===== src/rtl/fp_to_fixed_converter.sv =====
// fp_to_fixed_converter
// Converts an IEEE-754 single-precision operand to signed two's-complement
// fixed point (OUT_W bits, FRAC_BITS fractional). The float is unpacked, the
// hidden bit restored, and the significand is denormalised one bit per cycle.
// Valid/ready on both sides, one operation in flight.
//
// Optional build macro: FP2FIX_ROUND_NEAREST_EN
//   defined   -> right-shift results round to nearest, ties away from zero
//   undefined -> truncation toward zero (no guard register)
//
// state | meaning
// IDLE  | ready for an operand
// SHIFT | denormalising; count==0 registers the result
// DONE  | result presented, waiting for out_ready
module fp_to_fixed_converter #(
    parameter int OUT_W     = 32,
    parameter int FRAC_BITS = 16
) (
    input  logic             clk,
    input  logic             rst_n,
    input  logic             in_valid,
    output logic             in_ready,
    input  logic [31:0]      in_data,
    output logic             out_valid,
    input  logic             out_ready,
    output logic [OUT_W-1:0] out_data,
    output logic             out_sat,
    output logic             out_exc
);

    localparam int CNT_W = 7;
    localparam logic signed [11:0] K_EDGE = 12'(OUT_W - 24);

    typedef enum logic [1:0] {IDLE, SHIFT, DONE} state_t;
    typedef enum logic [2:0] {K_NORM, K_ZERO, K_EXC, K_PSAT, K_NSAT} kind_t;

    state_t            r_state, w_state_nxt;
    kind_t             r_kind, w_kind;
    logic              r_sign;
    logic              r_dir_right;
    logic [CNT_W-1:0]  r_cnt, w_cnt;
    logic [OUT_W-1:0]  r_mag;
    logic              r_out_valid;
    logic [OUT_W-1:0]  r_out_data;
    logic              r_out_sat;
    logic              r_out_exc;

    logic              w_accept;
    logic              w_finish;
    logic              w_release;
    logic [7:0]        w_exp;
    logic [22:0]       w_man;
    logic signed [11:0] w_k;
    logic signed [11:0] w_k_neg;
    logic [OUT_W-1:0]  w_mag_fin;
    logic [OUT_W-1:0]  w_result;

    assign w_exp     = in_data[30:23];
    assign w_man     = in_data[22:0];
    assign w_k       = $signed({4'b0000, w_exp}) - 12'sd150 + $signed(12'(FRAC_BITS));
    assign w_k_neg   = -w_k;

    assign in_ready  = (r_state == IDLE);
    assign w_accept  = in_valid && (r_state == IDLE);
    assign w_finish  = (r_state == SHIFT) && (r_cnt == '0);
    assign w_release = r_out_valid && out_ready;

    assign out_valid = r_out_valid;
    assign out_data  = r_out_data;
    assign out_sat   = r_out_sat;
    assign out_exc   = r_out_exc;

    // Classify the incoming operand and pick shift count; specials skip shifting
    always_comb begin
        w_kind = K_NORM;
        w_cnt  = '0;
        if (w_exp == 8'h00) begin
            w_kind = K_ZERO;
        end else if (w_exp == 8'hFF) begin
            w_kind = K_EXC;
        end else if (!w_k[11]) begin
            if (!in_data[31] && (w_k >= K_EDGE)) begin
                w_kind = K_PSAT;
            end else if (in_data[31] && ((w_k > K_EDGE) || ((w_k == K_EDGE) && (w_man != '0)))) begin
                w_kind = K_NSAT;
            end else begin
                w_cnt = w_k[CNT_W-1:0];
            end
        end else begin
            // anything past 25 right shifts is already zero with a zero guard
            if (w_k_neg > 12'sd25) begin
                w_cnt = CNT_W'(25);
            end else begin
                w_cnt = w_k_neg[CNT_W-1:0];
            end
        end
    end

    // State register
    always_ff @(posedge clk or negedge rst_n) begin
        if (!rst_n) begin
            r_state <= IDLE;
        end else begin
            r_state <= w_state_nxt;
        end
    end

    // Next-state logic
    always_comb begin
        w_state_nxt = r_state;
        case (r_state)
            IDLE:    if (in_valid)         w_state_nxt = SHIFT;
            SHIFT:   if (r_cnt == '0)      w_state_nxt = DONE;
            DONE:    if (out_ready)        w_state_nxt = IDLE;
            default:                       w_state_nxt = IDLE;
        endcase
    end

    // Operand latch, one-bit-per-cycle shifter and result/flag registers
    always_ff @(posedge clk or negedge rst_n) begin
        if (!rst_n) begin
            r_kind      <= K_NORM;
            r_sign      <= 1'b0;
            r_dir_right <= 1'b0;
            r_cnt       <= '0;
            r_mag       <= '0;
            r_out_valid <= 1'b0;
            r_out_data  <= '0;
            r_out_sat   <= 1'b0;
            r_out_exc   <= 1'b0;
        end else begin
            if (w_accept) begin
                r_kind      <= w_kind;
                r_sign      <= in_data[31];
                r_dir_right <= w_k[11];
                r_cnt       <= w_cnt;
                r_mag       <= {{(OUT_W-24){1'b0}}, 1'b1, w_man};
            end else if ((r_state == SHIFT) && (r_cnt != '0)) begin
                r_cnt <= r_cnt - 1'b1;
                if (r_dir_right) begin
                    r_mag <= r_mag >> 1;
                end else begin
                    r_mag <= r_mag << 1;
                end
            end

            if (w_finish) begin
                r_out_valid <= 1'b1;
                r_out_data  <= w_result;
                r_out_sat   <= (r_kind == K_PSAT) || (r_kind == K_NSAT);
                r_out_exc   <= (r_kind == K_EXC);
            end else if (w_release) begin
                r_out_valid <= 1'b0;
            end
        end
    end

`ifdef FP2FIX_ROUND_NEAREST_EN
    logic r_guard;

    // Remember the last bit pushed out by a right shift
    always_ff @(posedge clk or negedge rst_n) begin
        if (!rst_n) begin
            r_guard <= 1'b0;
        end else if (w_accept) begin
            r_guard <= 1'b0;
        end else if ((r_state == SHIFT) && (r_cnt != '0) && r_dir_right) begin
            r_guard <= r_mag[0];
        end
    end

    // Round half away from zero: add guard to the magnitude before negation
    assign w_mag_fin = r_mag + (r_dir_right ? {{(OUT_W-1){1'b0}}, r_guard} : '0);
`else
    assign w_mag_fin = r_mag;
`endif

    // Final value: signed magnitude for normal operands, fixed codes for specials
    always_comb begin
        w_result = '0;
        case (r_kind)
            K_NORM:  w_result = r_sign ? (~w_mag_fin + 1'b1) : w_mag_fin;
            K_PSAT:  w_result = {1'b0, {(OUT_W-1){1'b1}}};
            K_NSAT:  w_result = {1'b1, {(OUT_W-1){1'b0}}};
            default: w_result = '0;
        endcase
    end

endmodule


===== config.mk =====
export PLATFORM = sky130hd
export DESIGN_NAME = fp_to_fixed_converter
export DESIGN_NICKNAME = d
export VERILOG_FILES = /design/src/rtl/fp_to_fixed_converter.sv
export SDC_FILE = /design/constraint.sdc
export NUM_CORES = 1
export LEC_CHECK = 0
export BUFFER_PORTS_ARGS = -buffer_cell sky130_fd_sc_hd__buf_4
export CORE_ASPECT_RATIO = 1.5
export CORE_UTILIZATION = 60
export DETAILED_ROUTE_END_ITERATION = 8
export PLACE_DENSITY = 0.83
export SYNTH_ARGS = -nofsm -noshare
export SYNTH_HDL_FRONTEND = slang
export SYNTH_SLANG_ARGS = --single-unit

===== constraint.sdc =====
create_clock -name clk -period 6.72 [get_ports clk]
set_input_delay 1.008 -clock clk [delete_from_list [all_inputs] [get_ports clk]]
set_output_delay 1.008 -clock clk [all_outputs]
set_load 0.005 [all_outputs]

# After elaboration in Yosys (flattened, before gate mapping)
# Cells that the tools add are included.
# classes
n_addsub	5
magnitude_cmp	3
eq_ne	10
n_mux	24
bitwise_logic	1
n_reduce_logical	19
# ops
operator	n
$mux W32	4
$pmux W32 S3	1
$mux W7	8
$add A32 B1 Y32 const B	1
$not A32 Y32	1
$reduce_bool A23 Y1	1
$mux W3	5
$gt A12 B6 Y1 const B	1
$neg A10 Y12	1
$add A9 B6 Y10 const B	1
$eq A10 B5 Y1 const B	1
$ge A10 B5 Y1 const B	1
$gt A10 B5 Y1 const B	1
$sub A8 B8 Y9 const B	1
$eq A8 B8 Y1 const B	1
$logic_not A8 Y1	1
$logic_and A1 B1 Y1	7
$logic_not A7 Y1	1
$reduce_bool A7 Y1	1
$sub A7 B1 Y7 const B	1
$eq A3 B2 Y1 const B	2
$mux W2	3
$ne A2 B2 Y1 const B	3
$pmux W2 S3	1
other kinds (10)	13
# totals
register_bits	81
in_bits	36
output_inout_bits	36
word_cells	72

# Depth between registers and ports, before layout
# Gate-level depths: netlist of run 1.
# depth
word_depth	12
depth_mapped	14
ltp_nobuf	12

# Worst setup path before layout of run 1
# OpenSTA, ideal clock, no wires.
# synth_path
path_kind	in2reg
start	input in_data[24]
end	register r_cnt[3]
setup_time_ps	127
arrival_ps	4125
required_ps	6593
path_slack_ps	2468
path_stages	13
path_buffers	2
path_cell_list	ha_1 clkbuf_1 o21ai_0 xnor2_1 ha_1 clkbuf_1 or3b_2 a2111oi_0 nor3_1 a2111oi_2 nor2_1 o31ai_1 nand2_1
# synth_between
elab_chain_len	12
word_cells_on_any_way	20
cone_classes	add/sub: 3; order compare: 3; eq/ne: 2; mux: 7; reduce/logical: 5
# synth_lines
element	line_no	source
start, declared	23	input logic [31:0] in_data,
branches (longest 10 deep; another with $neg A10 Y12)	-	
$mux W7 *	77	if (w_exp == 8'h00) begin
$mux W7 *	132	if (w_accept) begin
end signal, assigned	136	r_cnt <= w_cnt;
end signal, assigned	139	r_cnt <= r_cnt - 1'b1;
end, declared	41	logic [CNT_W-1:0] r_cnt, w_cnt;
# Every way passes the cells marked *.
# A chain may end at the register's enable or synchronous reset.

# Worst setup path after layout of run 1
# Ends and elaborated chain as after synthesis.

==> results.cfg, run 1 <==
[pwr]
pwr-share-seq_pct = 34.9
internal-power_mw = 1.747
power_frac_comb_pct = 47.2
power_leakage_nw = 2.642
cellPowerDensity_mw_per_mm2 = 488.6
share_clk_of_total_power_pct = 17.8
p_sw_mw = 1.267
p_total_mw = 3.015
switching_portion_of_total_power_pct = 42.04
irDropWorstVdd_mv = 0.2952

[clock_tree]
cts_htree_levels = 3
clkSinkCount = 81
path_clk_slew_ns = 0.06
clock_latency_ns = 0.34
cts_tree = built
cts.path.max_buffers = 2
numCtsBuffers = 9
ctsHoldBuffers = 0
cts_resized = 0
post-cts-setup-buffer-count = 0
cts.root.buffer_cell = sky130_fd_sc_hd__clkbuf_16

[worst_setup_path]
maximum_fanout_count_along_the_critical_path = 11
r2r_slack_ns = 3.71
reg2reg_to = out_data[28]
regToRegStartpoint = r_mag[11]
setup.worst_path.end_class = flop
worst_ep_required_time_ns = 6.94
crit_arrival_ns = 4.78
critPathMostFrequentCell = sky130_fd_sc_hd__ha_1
cp.buffers_inverters = 1
cp_startpoint_kind = input pin
path_delay_family = compound AO/OA/AOI/OAI gates
critical-path-slowest-cell = sky130_fd_sc_hd__a2111oi_2
critPathKind = in -> reg
timing.critical_path.slowest_cell_delay_ns = 0.69
worst-r2r-cell-count = 8
path_cells = buf_4, ha_1, o21ai_0, xnor2_1, ha_1, or3b_2, a2111oi_0, nor3_1, a2111oi_2, nor2_1, o31ai_1, nand2_1

[timing]
final.setup.tns_ns = 0
final_period_minus_worst_setup_slack_ns = 4.554
timing.fmax_mhz = 219.6
rsz0062_at_grt = false
finalMaxSlewViolations = 0
final.period_utilization_pct = 67.77
timing_worst_slew_pin_value_ns = 1.240
hold_viol_final = 0
timing.max_slew.rel_slack_pct = 17.35
post-route-worst-setup-slack_ns = 2.166
report.final.setup_viol = 0
clock_skew_ns = 0.01186

[global_routing]
grt_max_degree = 82
grt_remaining_overflow = 0
global_route.usage.met1_pct = 36.90
grt_pass1_wl_mm = 22.54
track_usage_pct = 30.82
first_global_vias = 4635
grt_use_met3_pct = 5.271
antenna_violations_before_repair = 0
grtUsageMet2_pct = 53.29
layer_carrying_the_most_global_route_usage = met2

[logic_synthesis]
synth_top_cell_area_share_pct = 37.72
synth_seq_area_share_pct = 37.72
ys_async_sr_fraction_pct = 100.0
netlist_top_cells_count = 83 x sky130_fd_sc_hd__nand2_1, 81 x sky130_fd_sc_hd__dfrtp_1, 69 x sky130_fd_sc_hd__o21ai_0
postSynthNetCount = 678
synth_top_cell_by_area = sky130_fd_sc_hd__dfrtp_1
synth_cells = 632
netlist-cell-type-count = 60
mappedNetlistArea_mm2 = 0.005374
synth_edf_count = 0
synth_area_leaders = sky130_fd_sc_hd__dfrtp_1 38%, sky130_fd_sc_hd__o21ai_0 6.4%, sky130_fd_sc_hd__nand2_1 5.8%
most_common_cell_in_the_netlist = sky130_fd_sc_hd__nand2_1
yosys_register_bits = 81
yosys_warnings = 0
synth_area_per_cell_um2 = 8.503
synth-main-ff-cell = sky130_fd_sc_hd__dfrtp_1

[floorplanning]
die_area_mm2 = 0.009347
fp.coreArea_mm2 = 0.008567
floorplan.die.width_um = 79.27
floorplan.die.height_um = 117.9
floorplan.initialDensity_pct = 62.73
ios = 72
placementRows = 41

[place]
placement.io_buffers = 71
dp_hpwl_mm = 9.786
finalWeightedCongestion = 0.9450
placed_cells = 769
place_ws_ns = 1.807

[min_path]
worst_hold_startpoint = out_sat
min_path_cells = 2
timing.hold.worst.class = reg -> reg
min_to = out_sat

[cells_and_area]
drive_gt1_share_pct = 16.08
finish.cell_count_without_fillers = 785
finalCoreUtilization_pct = 72.02
num-nets-final = 719
area_delta_synth_final_pct = 14.81
diodes = 0

[route]
drt_iter0_markers = 437
vias_per_cell = 6.271
drtAntennaViolNets = 0
1st_pass_router_iterations = 5
wl_per_cell_um = 17.49
number_of_design_rule_violations_left_after_detail_routing = 0
routed_wl_mm = 13.73
vias = 4923

[run]
maxCapViolCount = 0

[status]
run_status = finished clean
-- stage by stage --
stage / hold slack [ns] / cell area [um^2]
floorplan: 0.4586 / 5374
global placement: 0.4728 / 5842
detailed placement: 0.4773 / 5842
CTS: 0.4919 / 6170
global route: 0.5247 / 6170
finish: 0.4896 / 6170
-- worst register-to-register path, delay by kind of cell (launching register included) --
family           cells  cell delay, ns
XOR/XNOR             1            0.18
flip-flops           1            0.48
AND/OR/NAND/NOR      5            1.90
AO/OA/AOI/OAI        2            0.35
-- routing by layer --
layer | vias up | part of all wire, % | routed length (um)
met5 | - | 0 | 0
met1 | 2352 | 40 | 5452
li1 | 2357 | - | -
met4 | 0 | 3.1 | 431
met2 | 186 | 52 | 7196
met3 | 28 | 4.7 | 652
-- worst max-delay path by stage --
stage	from	cells after the start	slack (ns)	to
floorplan	in_data[24]	13	2.47	r_cnt[3]
global placement	in_data[24]	12	1.99	r_cnt[3]
detailed placement	in_data[24]	12	1.81	r_cnt[3]
CTS	in_data[24]	12	2.19	r_cnt[3]
global route	in_data[24]	12	1.96	r_cnt[3]
finish	in_data[24]	12	2.17	r_cnt[3]
-- sequential cells by signal, summed over array words and instances, names as in the netlist --
name         cells
r_sign           1
r_kind           3
r_state          2
out_sat          1
out_data        32
r_mag           32
out_exc          1
out_valid        1
r_cnt            7
r_dir_right      1
-- cell type report --
class                   count  area [um^2]
multi-input cells         492         3069
fillers                   694         2397
flip-flops and latches     81         2027
repair buffers             74        555.5
clock buffers              10        239.0
well taps                 107        133.9
clock inverters             6        88.84
inverters                  15        56.30
-- cell families after synthesis --
family,synth area share [%]
adders and majority gates,2.328
muxes,5.588
and+or+nand+nor,20.33
AOI/OAI and AO/OA,22.56
DFF,37.72
xor gates and xnor gates,6.030
buffers and inverters,5.448
-- power by group through the flow --
| stage | Clock, mW | Sequential (mW) | Combinational, mW |
|---|---|---|---|
| after floorplan | 0 | 0.934 | 1.10 |
| after global placement | 0 | 1.03 | 1.35 |
| after detailed placement | 0 | 1.05 | 1.41 |
| after CTS | 0.540 | 1.04 | 1.42 |
| after global routing | 0.566 | 1.09 | 1.59 |
| final | 0.537 | 1.05 | 1.42 |
-- cell usage in the layout, fill, tap and decap left out, drive strengths merged, types with 7 or more instances in the layout --
cell / synthesis / final
a21oi: 18 / 18
xnor2: 10 / 10
ha: 10 / 10
o31ai: 9 / 9
o21ai: 75 / 75
dfrtp: 81 / 81
o22a: 29 / 29
clkbuf: 35 / 10
or3: 8 / 8
and2: 7 / 7
nor2b: 7 / 7
nor2: 66 / 66
nor4: 13 / 13
a211oi: 9 / 9
xor2: 27 / 27
nor3: 10 / 10
buf: 8 / 74
inv: 15 / 16
o41ai: 8 / 8
nand2: 83 / 83
nand3: 10 / 10
mux2i: 30 / 30
(Power assumes the default switching activity.)
==> run 2, diff against run 1 <==
--- a/config.mk
+++ b/config.mk
@@ -7,9 +7,9 @@
 export LEC_CHECK = 0
 export BUFFER_PORTS_ARGS = -buffer_cell sky130_fd_sc_hd__buf_4
 export CORE_ASPECT_RATIO = 1.5
-export CORE_UTILIZATION = 60
+export CORE_UTILIZATION = 59
 export DETAILED_ROUTE_END_ITERATION = 8
-export PLACE_DENSITY = 0.83
+export PLACE_DENSITY = 0.81
 export SYNTH_ARGS = -nofsm -noshare
 export SYNTH_HDL_FRONTEND = slang
 export SYNTH_SLANG_ARGS = --single-unit
==> constraint.sdc (replaced) <==
create_clock -name clk -period 4.5 [get_ports clk]
set_input_delay 0.675 -clock clk [delete_from_list [all_inputs] [get_ports clk]]
set_output_delay 0.675 -clock clk [all_outputs]
set_load 0.005 [all_outputs]
==> run 2 against run 1 <==
  * Wire length down 2.9%
  * Via count down 1.1%
  * Clock power up 28%
  * Global-route usage down 0.86 points
  * Final cell count up 0.64%
  * Final area down 0.41%
  * Sequential share of layout area up 0.13 points
  * Worst setup slack worse by 1.4 ns
  * Core utilization down 2.4 points
  * Hold slack worse by 0.011 ns
  * Sequential power up 50%
  * Die area up 1.7%
  * Critical path type unchanged
  * Critical endpoint is now r_cnt[4]
==> results.cfg, run 2 (synthesis results as in run 1) <==
[timing]
timing.max_slew.rel_slack_pct = 16.37
timing_worst_slew_pin_value_ns = 1.254
final.period_utilization_pct = 83.80
final_period_minus_worst_setup_slack_ns = 3.771
final.setup.tns_ns = 0
finalMaxSlewViolations = 0
timing.fmax_mhz = 265.2
hold_viol_final = 0
clock_skew_ns = 0.008235
report.final.setup_viol = 0
rsz0062_at_grt = false

[place]
placement.io_buffers = 71
dp_hpwl_mm = 9.459
finalWeightedCongestion = 1.018

[route]
drtAntennaViolNets = 0
vias_per_cell = 6.161
wl_per_cell_um = 16.88
drt_iter0_markers = 423
routed_wl_mm = 13.34
number_of_design_rule_violations_left_after_detail_routing = 0
1st_pass_router_iterations = 5
vias = 4867

[worst_setup_path]
crit_arrival_ns = 3.99
r2r_slack_ns = 1.41
regToRegStartpoint = r_mag[13]
worst_setup_path_endpoint = r_cnt[4]
maximum_fanout_count_along_the_critical_path = 10
critPathKind = in -> reg
worst_ep_required_time_ns = 4.72
worst-r2r-cell-count = 8
crit_start = in_data[24]
setup.worst_path.end_class = flop
reg2reg_to = out_data[28]
cp_startpoint_kind = input pin

[pwr]
p_total_mw = 4.372
power_leakage_nw = 2.640
irDropWorstVdd_mv = 0.3798
cellPowerDensity_mw_per_mm2 = 711.5
pwr-share-seq_pct = 35.8
power_frac_comb_pct = 48.4
p_sw_mw = 1.860
share_clk_of_total_power_pct = 15.8
internal-power_mw = 2.512
switching_portion_of_total_power_pct = 42.55

[clock_tree]
cts_tree = built
post-cts-setup-buffer-count = 0
cts.root.buffer_cell = sky130_fd_sc_hd__clkbuf_16
clkSinkCount = 81
cts.path.max_buffers = 2
numCtsBuffers = 9
ctsHoldBuffers = 0
clock_latency_ns = 0.34
cts_resized = 0
cts_htree_levels = 3
path_clk_slew_ns = 0.06

[run]
maxCapViolCount = 0

[global_routing]
grt_max_degree = 82
antenna_violations_before_repair = 0
grt_pass1_wl_mm = 22.35
grt_remaining_overflow = 0
track_usage_pct = 29.96
first_global_vias = 4768

[floorplanning]
floorplan.initialDensity_pct = 60.87
floorplan.die.width_um = 79.93
floorplan.die.height_um = 118.9
placementRows = 42
ios = 72
fp.coreArea_mm2 = 0.008828
die_area_mm2 = 0.009502

[cells_and_area]
drive_gt1_share_pct = 16.18
multi_input_area_mm2 = 0.003069
final_cell_mix = 83 x sky130_fd_sc_hd__nand2_1, 81 x sky130_fd_sc_hd__dfrtp_1, 76 x sky130_fd_sc_hd__buf_4
diodes = 0
num-nets-final = 721
register_area_mm2 = 0.002027
area_delta_synth_final_pct = 14.34
layout_commonest_cell = sky130_fd_sc_hd__nand2_1
nFillCells = 718

[status]
run_status = finished clean

[min_path]
timing.hold.worst.class = in -> async
[run 2: changes by cell type in the layout (fill, tap and decap cells not counted), sizes merged]
cell,change
bufinv,-2
clkinv,+3
clkbuf,+2
inv,-1
buf,+2
clkinvlp,-2
[run 2: worst min path at each step]
stage                       start  depth (start not counted)  slack, ns     endpoint
after global routing      out_sat                          2       0.52      out_sat
after CTS                 out_sat                          2       0.49      out_sat
final                       rst_n                          1       0.48  out_data[7]
after global placement    out_sat                          2       0.47      out_sat
after detailed placement  out_sat                          2       0.48      out_sat
after floorplan             rst_n                          0       0.38  out_data[0]
[run 2: stage by stage]
stage               hold slack (ns)  instances  worst slack (ns)  area [um^2]  utilization (%)
CTS                          0.4913        790            0.7566         6145            69.60
global placement             0.4695        774            0.4706         5861            66.38
detailed placement           0.4769        774            0.3836         5861            66.38
finish                       0.4788        790            0.7291         6145            69.60
global route                 0.5189        790            0.4048         6145            69.60
floorplan                    0.3794        632            0.5810         5374                -
[run 2: critical path: stages]
cell	delay [ns]
sky130_fd_sc_hd__buf_4	0.14
sky130_fd_sc_hd__ha_1	0.30
sky130_fd_sc_hd__o21ai_0	0.41
sky130_fd_sc_hd__xnor2_1	0.21
sky130_fd_sc_hd__ha_1	0.26
sky130_fd_sc_hd__or3b_2	0.47
sky130_fd_sc_hd__a2111oi_0	0.42
sky130_fd_sc_hd__nor3_1	0.13
sky130_fd_sc_hd__a2111oi_2	0.35
sky130_fd_sc_hd__buf_4	0.20
sky130_fd_sc_hd__nor2_1	0.07
sky130_fd_sc_hd__o31ai_1	0.27
sky130_fd_sc_hd__a21oi_1	0.07
[run 2: final cells by class]
class                      instances  share of cell area (%)
sequential                        81                   32.99
timing repair buffer              76                   9.285
multi-input combinational        492                   49.95
tap                              110                   2.240
clock inverter                     4                  0.4480
inverter                          15                  0.9163
clock buffer                      12                   4.174
[run 2: layer usage]
metal  wire length [um]  track usage, %
met5                  0               0
met4                544           14.84
met3                662           4.981
met2               6893           50.75
met1               5238           36.12
[run 2: power by group through the flow]
| stage | combinational (mW) | sequential (mW) | clock, mW |
|---|---|---|---|
| finish | 2.12 | 1.57 | 0.689 |
| global route | 2.38 | 1.63 | 0.729 |
| floorplan | 1.65 | 1.40 | 0 |
| CTS | 2.12 | 1.56 | 0.699 |
| global placement | 2.02 | 1.54 | 0 |
| detailed placement | 2.09 | 1.56 | 0 |
